**src/rtl/hh_membrane_update.sv**
```systemverilog
// Hodgkin-Huxley membrane update: one Euler step of the membrane potential
// per start pulse. Ionic currents come from a single shared multiplier that
// is stepped through a fixed 12-state sequence.
//
// state | meaning
// IDLE  | waiting for start, inputs not yet latched
// MSQ   | t = m*m/1000
// MCU   | t = t*m/1000
// M3H   | a = t*h/1000            (m^3 h)
// NSQ   | t = n*n/1000
// NCU   | t = t*n/1000
// N4    | b = t*n/1000            (n^4)
// GNA   | g = GNA*a/1000
// INA   | i_na = g*(vs-ENA)
// GK    | g = GK*b/1000
// IK    | i_k = g*(vs-EK)
// IL    | i_l = GL*(vs-EL)
// UPD   | v_acc += dv*dt*256/10000, saturate, pulse done
module hh_membrane_update #(
  parameter int GNA    = 1200,
  parameter int GK     = 360,
  parameter int GL     = 3,
  parameter int ENA    = 50,
  parameter int EK     = -77,
  parameter int EL     = -54,
  parameter int V_INIT = -65
) (
  input  logic               clk,
  input  logic               reset,
  input  logic               start,
  input  logic [15:0]        m,
  input  logic [15:0]        h,
  input  logic [15:0]        n,
  input  logic signed [15:0] i_ext,
  input  logic [15:0]        dt,
  output logic signed [15:0] v_mem,
  output logic               busy,
  output logic               done
);

  typedef enum logic [3:0] {
    S_IDLE, S_MSQ, S_MCU, S_M3H, S_NSQ, S_NCU, S_N4,
    S_GNA, S_INA, S_GK, S_IK, S_IL, S_UPD
  } state_t;

  localparam logic signed [31:0] GNA_C   = 32'(GNA);
  localparam logic signed [31:0] GK_C    = 32'(GK);
  localparam logic signed [31:0] GL_C    = 32'(GL);
  localparam logic signed [31:0] ENA_C   = 32'(ENA);
  localparam logic signed [31:0] EK_C    = 32'(EK);
  localparam logic signed [31:0] EL_C    = 32'(EL);
  localparam logic signed [31:0] VACC_RST = 32'(V_INIT * 256);
  localparam logic signed [47:0] VACC_MAX = 48'sd15360;
  localparam logic signed [47:0] VACC_MIN = -48'sd25600;
  localparam logic signed [31:0] K1000   = 32'sd1000;
  localparam logic signed [47:0] K256    = 48'sd256;
  localparam logic signed [47:0] K10000  = 48'sd10000;

  state_t             state;
  logic [15:0]        m_q, h_q, n_q, dt_q;
  logic signed [15:0] iext_q, vs;
  logic signed [31:0] t, a, b, g, i_na, i_k, i_l, v_acc;

  logic signed [31:0] mul_a, mul_b, prod, quot, vs_ext;
  logic signed [31:0] dv;
  logic signed [47:0] dv48, dt48, delta, sum;
  logic signed [31:0] v_acc_next;

  // Membrane potential in mV is the floor of v_acc/256; v_acc stays within
  // [-25600, 15360], so bits [23:8] hold the full signed result.
  assign v_mem  = v_acc[23:8];
  assign vs_ext = 32'(vs);

  // Operand selection for the shared multiplier; divide-by-1000 rescales gates.
  always_comb begin
    mul_a = '0;
    mul_b = '0;
    case (state)
      S_MSQ: begin mul_a = $signed({16'b0, m_q}); mul_b = $signed({16'b0, m_q}); end
      S_MCU: begin mul_a = t;                     mul_b = $signed({16'b0, m_q}); end
      S_M3H: begin mul_a = t;                     mul_b = $signed({16'b0, h_q}); end
      S_NSQ: begin mul_a = $signed({16'b0, n_q}); mul_b = $signed({16'b0, n_q}); end
      S_NCU: begin mul_a = t;                     mul_b = $signed({16'b0, n_q}); end
      S_N4:  begin mul_a = t;                     mul_b = $signed({16'b0, n_q}); end
      S_GNA: begin mul_a = GNA_C;                 mul_b = a;                     end
      S_INA: begin mul_a = g;                     mul_b = vs_ext - ENA_C;        end
      S_GK:  begin mul_a = GK_C;                  mul_b = b;                     end
      S_IK:  begin mul_a = g;                     mul_b = vs_ext - EK_C;         end
      S_IL:  begin mul_a = GL_C;                  mul_b = vs_ext - EL_C;         end
      default: ;
    endcase
    prod = mul_a * mul_b;
    quot = prod / K1000;
  end

  // Euler step: the dv*dt*256 product needs 48 bits before the /10000.
  always_comb begin
    dv    = 32'(iext_q) - i_na - i_k - i_l;
    dv48  = 48'(dv);
    dt48  = $signed({32'b0, dt_q});
    delta = (dv48 * dt48 * K256) / K10000;
    sum   = 48'(v_acc) + delta;
    if (sum > VACC_MAX)      v_acc_next = 32'(VACC_MAX);
    else if (sum < VACC_MIN) v_acc_next = 32'(VACC_MIN);
    else                     v_acc_next = sum[31:0];
  end

  // Sequencer, operand latches and result registers.
  always_ff @(posedge clk) begin
    if (reset) begin
      state  <= S_IDLE;
      busy   <= 1'b0;
      done   <= 1'b0;
      v_acc  <= VACC_RST;
      m_q    <= '0;
      h_q    <= '0;
      n_q    <= '0;
      dt_q   <= '0;
      iext_q <= '0;
      vs     <= '0;
      t      <= '0;
      a      <= '0;
      b      <= '0;
      g      <= '0;
      i_na   <= '0;
      i_k    <= '0;
      i_l    <= '0;
    end else begin
      done <= 1'b0;
      case (state)
        S_IDLE: if (start) begin
          m_q    <= (m > 16'd1000) ? 16'd1000 : m;
          h_q    <= (h > 16'd1000) ? 16'd1000 : h;
          n_q    <= (n > 16'd1000) ? 16'd1000 : n;
          iext_q <= i_ext;
          dt_q   <= dt;
          vs     <= v_mem;
          busy   <= 1'b1;
          state  <= S_MSQ;
        end
        S_MSQ: begin t    <= quot; state <= S_MCU; end
        S_MCU: begin t    <= quot; state <= S_M3H; end
        S_M3H: begin a    <= quot; state <= S_NSQ; end
        S_NSQ: begin t    <= quot; state <= S_NCU; end
        S_NCU: begin t    <= quot; state <= S_N4;  end
        S_N4:  begin b    <= quot; state <= S_GNA; end
        S_GNA: begin g    <= quot; state <= S_INA; end
        S_INA: begin i_na <= prod; state <= S_GK;  end
        S_GK:  begin g    <= quot; state <= S_IK;  end
        S_IK:  begin i_k  <= prod; state <= S_IL;  end
        S_IL:  begin i_l  <= prod; state <= S_UPD; end
        S_UPD: begin
          v_acc <= v_acc_next;
          done  <= 1'b1;
          busy  <= 1'b0;
          state <= S_IDLE;
        end
        default: begin
          busy  <= 1'b0;
          state <= S_IDLE;
        end
      endcase
    end
  end

endmodule

```
**config.mk**
```make
export PLATFORM = sky130hd
export DESIGN_NAME = hh_membrane_update
export DESIGN_NICKNAME = d
export VERILOG_FILES = /design/src/rtl/hh_membrane_update.sv
export SDC_FILE = /design/constraint.sdc
export NUM_CORES = 2
export LEC_CHECK = 0
export CAP_MARGIN = 10
export CELL_PAD_IN_SITES_DETAIL_PLACEMENT = 2
export CELL_PAD_IN_SITES_GLOBAL_PLACEMENT = 2
export CORE_ASPECT_RATIO = 1.1
export CORE_MARGIN = 1.5
export CORE_UTILIZATION = 40
export CTS_BUF_LIST = sky130_fd_sc_hd__clkbuf_16
export DETAILED_ROUTE_END_ITERATION = 6
export DONT_BUFFER_PORTS = 1
export GPL_TIMING_DRIVEN = 0
export HOLD_SLACK_MARGIN = 0.02
export PLACE_DENSITY = 0.86
export SYNTH_ARGS = -nofsm -noshare
export SYNTH_HDL_FRONTEND = slang
export SYNTH_SLANG_ARGS = --single-unit
```
**constraint.sdc**
```tcl
create_clock -name clk -period 62.2 [get_ports clk]
set_input_delay 9.33 -clock clk [delete_from_list [all_inputs] [get_ports clk]]
set_output_delay 9.33 -clock clk [all_outputs]
set_load 0.01 [all_outputs]
```
Word level (Yosys, flattened, before mapping)
Cells that the tools add are included.
- $add $sub $neg: 7
- multiply operators: 2
- div/mod/pow operators: 2
- order comparisons: 5
- eq/ne operators: 13
- multiplexer cells: 12
- bitwise logic cells: 1
- reduce and logical (&&, ||, !) cells: 10
- operators by type and width (kind ; count):
    $pmux W32 S8 ; 1
    $pmux W32 S7 ; 1
    $mux W32 ; 2
    $sub A32 B32 Y32 ; 2
    $add A32 B48 Y48 ; 1
    $div A48 B15 Y48 const B ; 1
    $gt A16 B10 Y1 const B ; 3
    $gt A48 B15 Y1 const B ; 1
    $lt A48 B16 Y1 const B ; 1
    $mux W16 ; 3
    $pmux W4 S12 ; 1
    $mul A32 B17 Y40 ; 1
    $sub A16 B7 Y17 const B ; 2
    $div A32 B11 Y32 const B ; 1
    $mul A32 B32 Y32 ; 1
    $sub A16 B32 Y32 ; 1
    $eq A4 B4 Y1 const B ; 5
    $sub A16 B8 Y17 const B ; 1
    $eq A4 B3 Y1 const B ; 4
    $reduce_or A11 Y1 ; 1
    $eq A4 B2 Y1 const B ; 2
    $reduce_or A4 Y1 ; 2
    $reduce_or A2 Y1 ; 3
    $eq A4 B1 Y1 const B ; 1
    other kinds (8) ; 10
- register bits after elaboration: 358
- input bits: 83
- output and inout bits: 18

Depth between registers and ports, before layout
- word-level depth: 9
- depth in mapped cells: 236

Worst setup path after synthesis
Ideal clock, no wire load.
- kind: flip-flop to flip-flop
- start point: register iext_q[15]
- end point: register v_acc[15]
- arrival: 47.978 ns
- required time: 62.080 ns
- path slack: 14.103 ns
- stages on the path, launching flop included: 213
- clock period less this slack: 48.097 ns
- cells stage by stage: dfxtp_1 > inv_1 > fa_1 > inv_1 > ha_1 > and2_1 > and3_1 > nand4_1 > o211ai_2 > a221oi_1 > xnor2_1 > clkbuf_1 > and2_1 > fa_1 > inv_1 > fa_1 > fa_1 > inv_1 > [177 not listed] > o21a_1 > o21ai_0 > a21oi_1 > o21ai_0 > nand2_1 > a21oi_1 > nor2b_1 > o21ai_0 > nand2b_1 > a21o_1 > a21oi_1 > o21bai_1 > a21oi_1 > xor2_1 > xnor2_4 > a31oi_2 > buf_2 > o21ai_1
- longest elaborated chain between the ends: 9
- elaborated cells on any way between the ends: 10
- those cells by class: add/sub: 4; mul: 1; div: 1; order compare: 2; mux: 2
- ends and longest elaborated chain (element ; line ; RTL):
    start, declared ; 61 ; logic signed [15:0] iext_q, vs;
    start signal, assigned ; 135 ; iext_q <= i_ext;
    $sub A16 B32 Y32 (*) ; 98 ; dv = 32'(iext_q) - i_na - i_k - i_l;
    $sub A32 B32 Y32 (*) (2 in series) ; 98 ;
    $mul A32 B17 Y40 (*) ; 101 ; delta = (dv48 * dt48 * K256) / K10000;
    $div A48 B15 Y48 (*) ; 101 ;
    $add A32 B48 Y48 (*) ; 102 ; sum = 48'(v_acc) + delta;
    $lt A48 B16 Y1 ; 104 ; else if (sum < VACC_MIN) v_acc_next = 32'(VACC_MIN);
    $mux W32 ; 104 ;
    $mux W32 (*) ; 103 ; if (sum > VACC_MAX) v_acc_next = 32'(VACC_MAX);
    end signal, assigned ; 153 ; v_acc <= v_acc_next;
    end, declared ; 62 ; logic signed [31:0] t, a, b, g, i_na, i_k, i_l, v_acc;
Mark *: on every way between the ends. The rest lies on a longest branch, timed or not.
A chain may end at the register's enable or synchronous reset.

Final worst setup path
- start point: register i_na[6]
- end point: register v_acc[28]
- longest elaborated chain between the ends: 9
- elaborated cells on any way between the ends: 10
- those cells by class: add/sub: 4; mul: 1; div: 1; order compare: 2; mux: 2
- ends and longest elaborated chain (element ; line ; RTL):
    start, declared ; 62 ;
    start signal, assigned ; 125 ; i_na <= '0;
    start signal, assigned ; 148 ; S_INA: begin i_na <= prod; state <= S_GK; end
    $sub A16 B32 Y32 (*) ; 98 ;
    $sub A32 B32 Y32 (*) (2 in series) ; 98 ;
    $mul A32 B17 Y40 (*) ; 101 ;
    $div A48 B15 Y48 (*) ; 101 ;
    $add A32 B48 Y48 (*) ; 102 ;
    $lt A48 B16 Y1 ; 104 ;
    $mux W32 ; 104 ;
    $mux W32 (*) ; 103 ;
Marks and branches as above.

==> impl_metrics.csv <==
group,metric,value,unit
run_status,outcome,"finished with violations",
run_status,violations,"design-rule violations, max-capacitance violations, max-slew violations",
cells_and_area,drive_above_1_share,4.78,%
worst_setup_path,timing.critical_path.mode_cell,"sky130_fd_sc_hd__a21oi_1",
timing,maxSlewViolCount,37,
route,first_iter_violations,5844,
yosys,syn-cell-area,74300,sq um
clock_tree,cts_inserted_buffers,41,
yosys,ys_async_sr_fraction,0,%
placement,postPlaceCellArea,77600,sq um
worst_setup_path,cp_top_family,"compound AO/OA/AOI/OAI gates",
worst_setup_path,critPathLaunch,"i_na[6]",
yosys,synth_nets,11100,
worst_setup_path,timing.critical_path.required,62.65,ns
placement,detailed_placer_s_ending_hpwl,291000,microns
clock_tree,ctsHoldBuffers,0,
global_route,grt_overflow_total,0,
placement,place_congestion,0.972,
clock_tree,worst_setup_hold_path_clk_slew,0.08,ns
worst_hold_path,hp-start,"b[27]",
worst_setup_path,critical_path_depth,218,
worst_setup_path,critical_path_launch_point_type,"flop",
worst_setup_path,critPathCaptureType,"flop",
route,finalWirelength,383000,microns
floorplanning,rows,165,
clock_tree,cts_root_buffer,"sky130_fd_sc_hd__clkbuf_16",
floorplanning,core_area,184000,sq um
worst_setup_path,worstRegToRegCells,218,
yosys,synthCells,9818,
worst_setup_path,timing.critical_path.buf_inv,26,
floorplanning,die_area,188000,sq um
timing,clock_period_minus_final_worst_setup_slack,59.85,ns
worst_setup_path,timing.critical_path.slowest_stage_cell,"sky130_fd_sc_hd__xnor2_1",
cells_and_area,design.final.nets,11200,
floorplanning,effective_utilization_at_floorplan,40.4,%
floorplanning,die_w,414,microns
timing,final.setup_skew,0.0755,ns
timing,timing_worst_slew_pin_value,1.98,ns
yosys,sequential_element_share_of_the_synthesized_area,9.64,%
yosys,yosys_warnings,0,
yosys,syn_avg_cell_area,7.57,sq um
global_route,initial_antenna_violation_count,36,
worst_setup_path,timing.setup.critical_path_class,"reg2reg",
cells_and_area,design_area,79900,sq um
yosys,ys_seq_elements,358,
route,avgViaCountPerCell,6.28,
global_route,first_global_vias,86500,
floorplanning,ios,101,
route,vias,78000,
route,ant_nets,0,
worst_setup_path,crit_path_max_fanout,11,
worst_hold_path,min_path_cells,2,
job,drv_cap,7,
global_route,grt.total_usage,37.3,%
global_route,grt_first_pass_wirelength,541000,microns
timing,final-setup-viol-count,0,
floorplanning,die_h,455,microns
route,drt_pre_antenna_iters,7,
yosys,synth.distinct_cells,149,
global_route,grt_max_degree,19,
yosys,synth_enable_flop_cells,0,
route,wl_per_cell,30.9,microns
clock_tree,clock-sinks,358,
clock_tree,tritoncts_clock_tree,"yes",
placement,buffer_ports.inserted,0,
worst_hold_path,hold_path.class,"reg2reg",
clock_tree,clkLatencyLatePin,0.64,ns
cells_and_area,syn2layout_area_growth,7.49,%
route,post-route-drc-count,1,
timing,timing.fmax,0.0167,GHz
clock_tree,clock_tree.htree_level_count,2,
clock_tree,clk_path_buf_depth,3,
worst_setup_path,timing.critical_path.slowest_cell_delay,1.17,ns
yosys,prevailing_post_synth_register_cell,"sky130_fd_sc_hd__dfxtp_1",
timing,maxSlewHeadroom,-32.1,%
timing,report.final.hold_viol_count,0,
timing,layout_worst_path_cycle_share,96.2,%
worst_setup_path,cp.arrival,60.31,ns
worst_setup_path,r2r_start,"i_na[6]",
-- cell usage after synthesis, types with 26 or more instances --
master                        n  area, sq um
sky130_fd_sc_hd__xnor2_1    449         3930
sky130_fd_sc_hd__a211oi_1    72          541
sky130_fd_sc_hd__o21ai_0    224         1120
sky130_fd_sc_hd__o21bai_1    51          383
sky130_fd_sc_hd__inv_1     1398         5250
sky130_fd_sc_hd__ha_1       350         4380
sky130_fd_sc_hd__o21ai_1    112          561
sky130_fd_sc_hd__a21oi_1    655         3280
sky130_fd_sc_hd__fa_1       882        17700
sky130_fd_sc_hd__a31oi_1     83          519
sky130_fd_sc_hd__clkbuf_1   374         1400
sky130_fd_sc_hd__nand4_1     59          369
sky130_fd_sc_hd__nand3_1    159          796
sky130_fd_sc_hd__nor4_1      45          282
sky130_fd_sc_hd__and3_1      63          394
sky130_fd_sc_hd__buf_1       42          158
sky130_fd_sc_hd__maj3_1      47          470
sky130_fd_sc_hd__nand2b_1    65          407
sky130_fd_sc_hd__or2_2       29          181
sky130_fd_sc_hd__o22ai_1     26          163
sky130_fd_sc_hd__nor2_1     593         2230
sky130_fd_sc_hd__dfxtp_1    358         7170
sky130_fd_sc_hd__a22oi_1     59          443
sky130_fd_sc_hd__buf_2       36          180
sky130_fd_sc_hd__mux2i_1     79          791
sky130_fd_sc_hd__o31ai_1     43          323
sky130_fd_sc_hd__xor2_1     156         1370
sky130_fd_sc_hd__a21o_1     104          781
sky130_fd_sc_hd__nor3_1     197          986
sky130_fd_sc_hd__a221o_1     31          310
sky130_fd_sc_hd__nand2_1   1619         6080
sky130_fd_sc_hd__o21a_1      79          593
sky130_fd_sc_hd__a221oi_1    31          272
sky130_fd_sc_hd__and2_1     337         2110
sky130_fd_sc_hd__nor2b_1     94          588
sky130_fd_sc_hd__or3_1       53          332
sky130_fd_sc_hd__o211ai_1    76          571
-- cells by family after synthesis --
group / count (synthesis) / share of synthesized area [%]
compound gates: 2107 / 19.6
xor+xnor: 624 / 7.61
fa+ha+maj: 1279 / 30.3
buf+inv: 1880 / 9.69
flops: 358 / 9.64
mux: 106 / 1.49
simple gates: 3464 / 21.7
-- flip-flops by register name (all words and copies together), names as in the netlist --
register / flops
state: 4
i_l: 32
iext_q: 16
i_na: 32
i_k: 32
done: 1
a: 32
b: 32
t: 32
dt_q: 16
m_q: 16
h_q: 16
v_acc: 32
n_q: 16
g: 32
vs: 16
busy: 1
-- area by class of cell --
class | instances | area (sq um)
inverters | 1402 | 5260
fillers | 21300 | 104000
diodes | 58 | 145
repair buffers | 37 | 327
flip-flops and latches | 358 | 7170
clock buffers | 42 | 1050
plain buffers | 475 | 1960
multi-input cells | 7580 | 60600
well taps | 2421 | 3030
clock inverters | 34 | 338
-- layer usage --
metal	wire length [microns]	vias up	track usage, %	part of all wire, %
li1	-	32700	-	-
met1	133000	39800	39.2	35
met2	183000	3581	65.6	48
met3	26300	1881	5.96	6.9
met4	40800	26	31.4	11
met5	234	-	0	0.061
-- metrics by stage --
step                      hold slack (ns)  worst slack [ns]  utilization (%)  setup TNS [ns]  std cells
after global routing                0.486            -0.639             43.4          -16.23      12400
after CTS                           0.456             0.161             42.9               0      12300
after detailed placement            0.444            -0.489             42.1          -10.52      12300
after floorplan                     0.422             14.10                -               0       9818
after global placement              0.431              2.41             42.0               0      12200
final                               0.458              2.35             43.4               0      12400
-- cells in the final DEF, fill, tap and decap left out, drive strengths merged, types with 48 or more instances in the layout --
cell type	synthesis	routed
o211ai	79	79
and2	339	339
clkbuf	375	413
inv	1401	1410
nor2b	94	94
o21a	79	79
nand2	1619	1619
a21oi	666	666
nor2	596	596
or3	53	53
a21o	104	104
diode	0	58
buf	103	141
fa	882	882
ha	350	350
o21ai	340	340
o21bai	52	52
a211oi	86	86
xor2	160	160
a22oi	60	60
nand4	60	60
nor4	52	52
xnor2	460	460
a31oi	86	86
mux2i	80	80
o31ai	48	48
or2	49	49
nor3	206	206
dfxtp	358	358
nand3	160	160
nand2b	65	65
and3	63	63
-- final timing paths --
check | to | slack (ns)
worst max-delay path | v_acc[28] | 2.35
worst min-delay path | b[27] | 0.46
worst max register to register | v_acc[28] | 2.35
worst min register to register | b[27] | 0.46
-- worst register-to-register path, delay by kind of cell (launching register included) --
family,cells,cell delay [ns]
compound gates,112,29.79
simple gates,44,9.84
fa+ha+maj,17,7.17
buf+inv,26,5.94
xor+xnor,14,4.98
mux,5,1.66
flops,1,0.34
-- timing repair --
item,4_1_cts,5_1_grt
cloned,0,0
endpoints found under the setup margin,32,32
buffers inserted,0,16
gates resized for setup,11,130
pin swaps,0,9
Power is left out: the tool's default activity adds up to more than one toggle a clock period on the data nets, which glitch-free logic cannot reach.
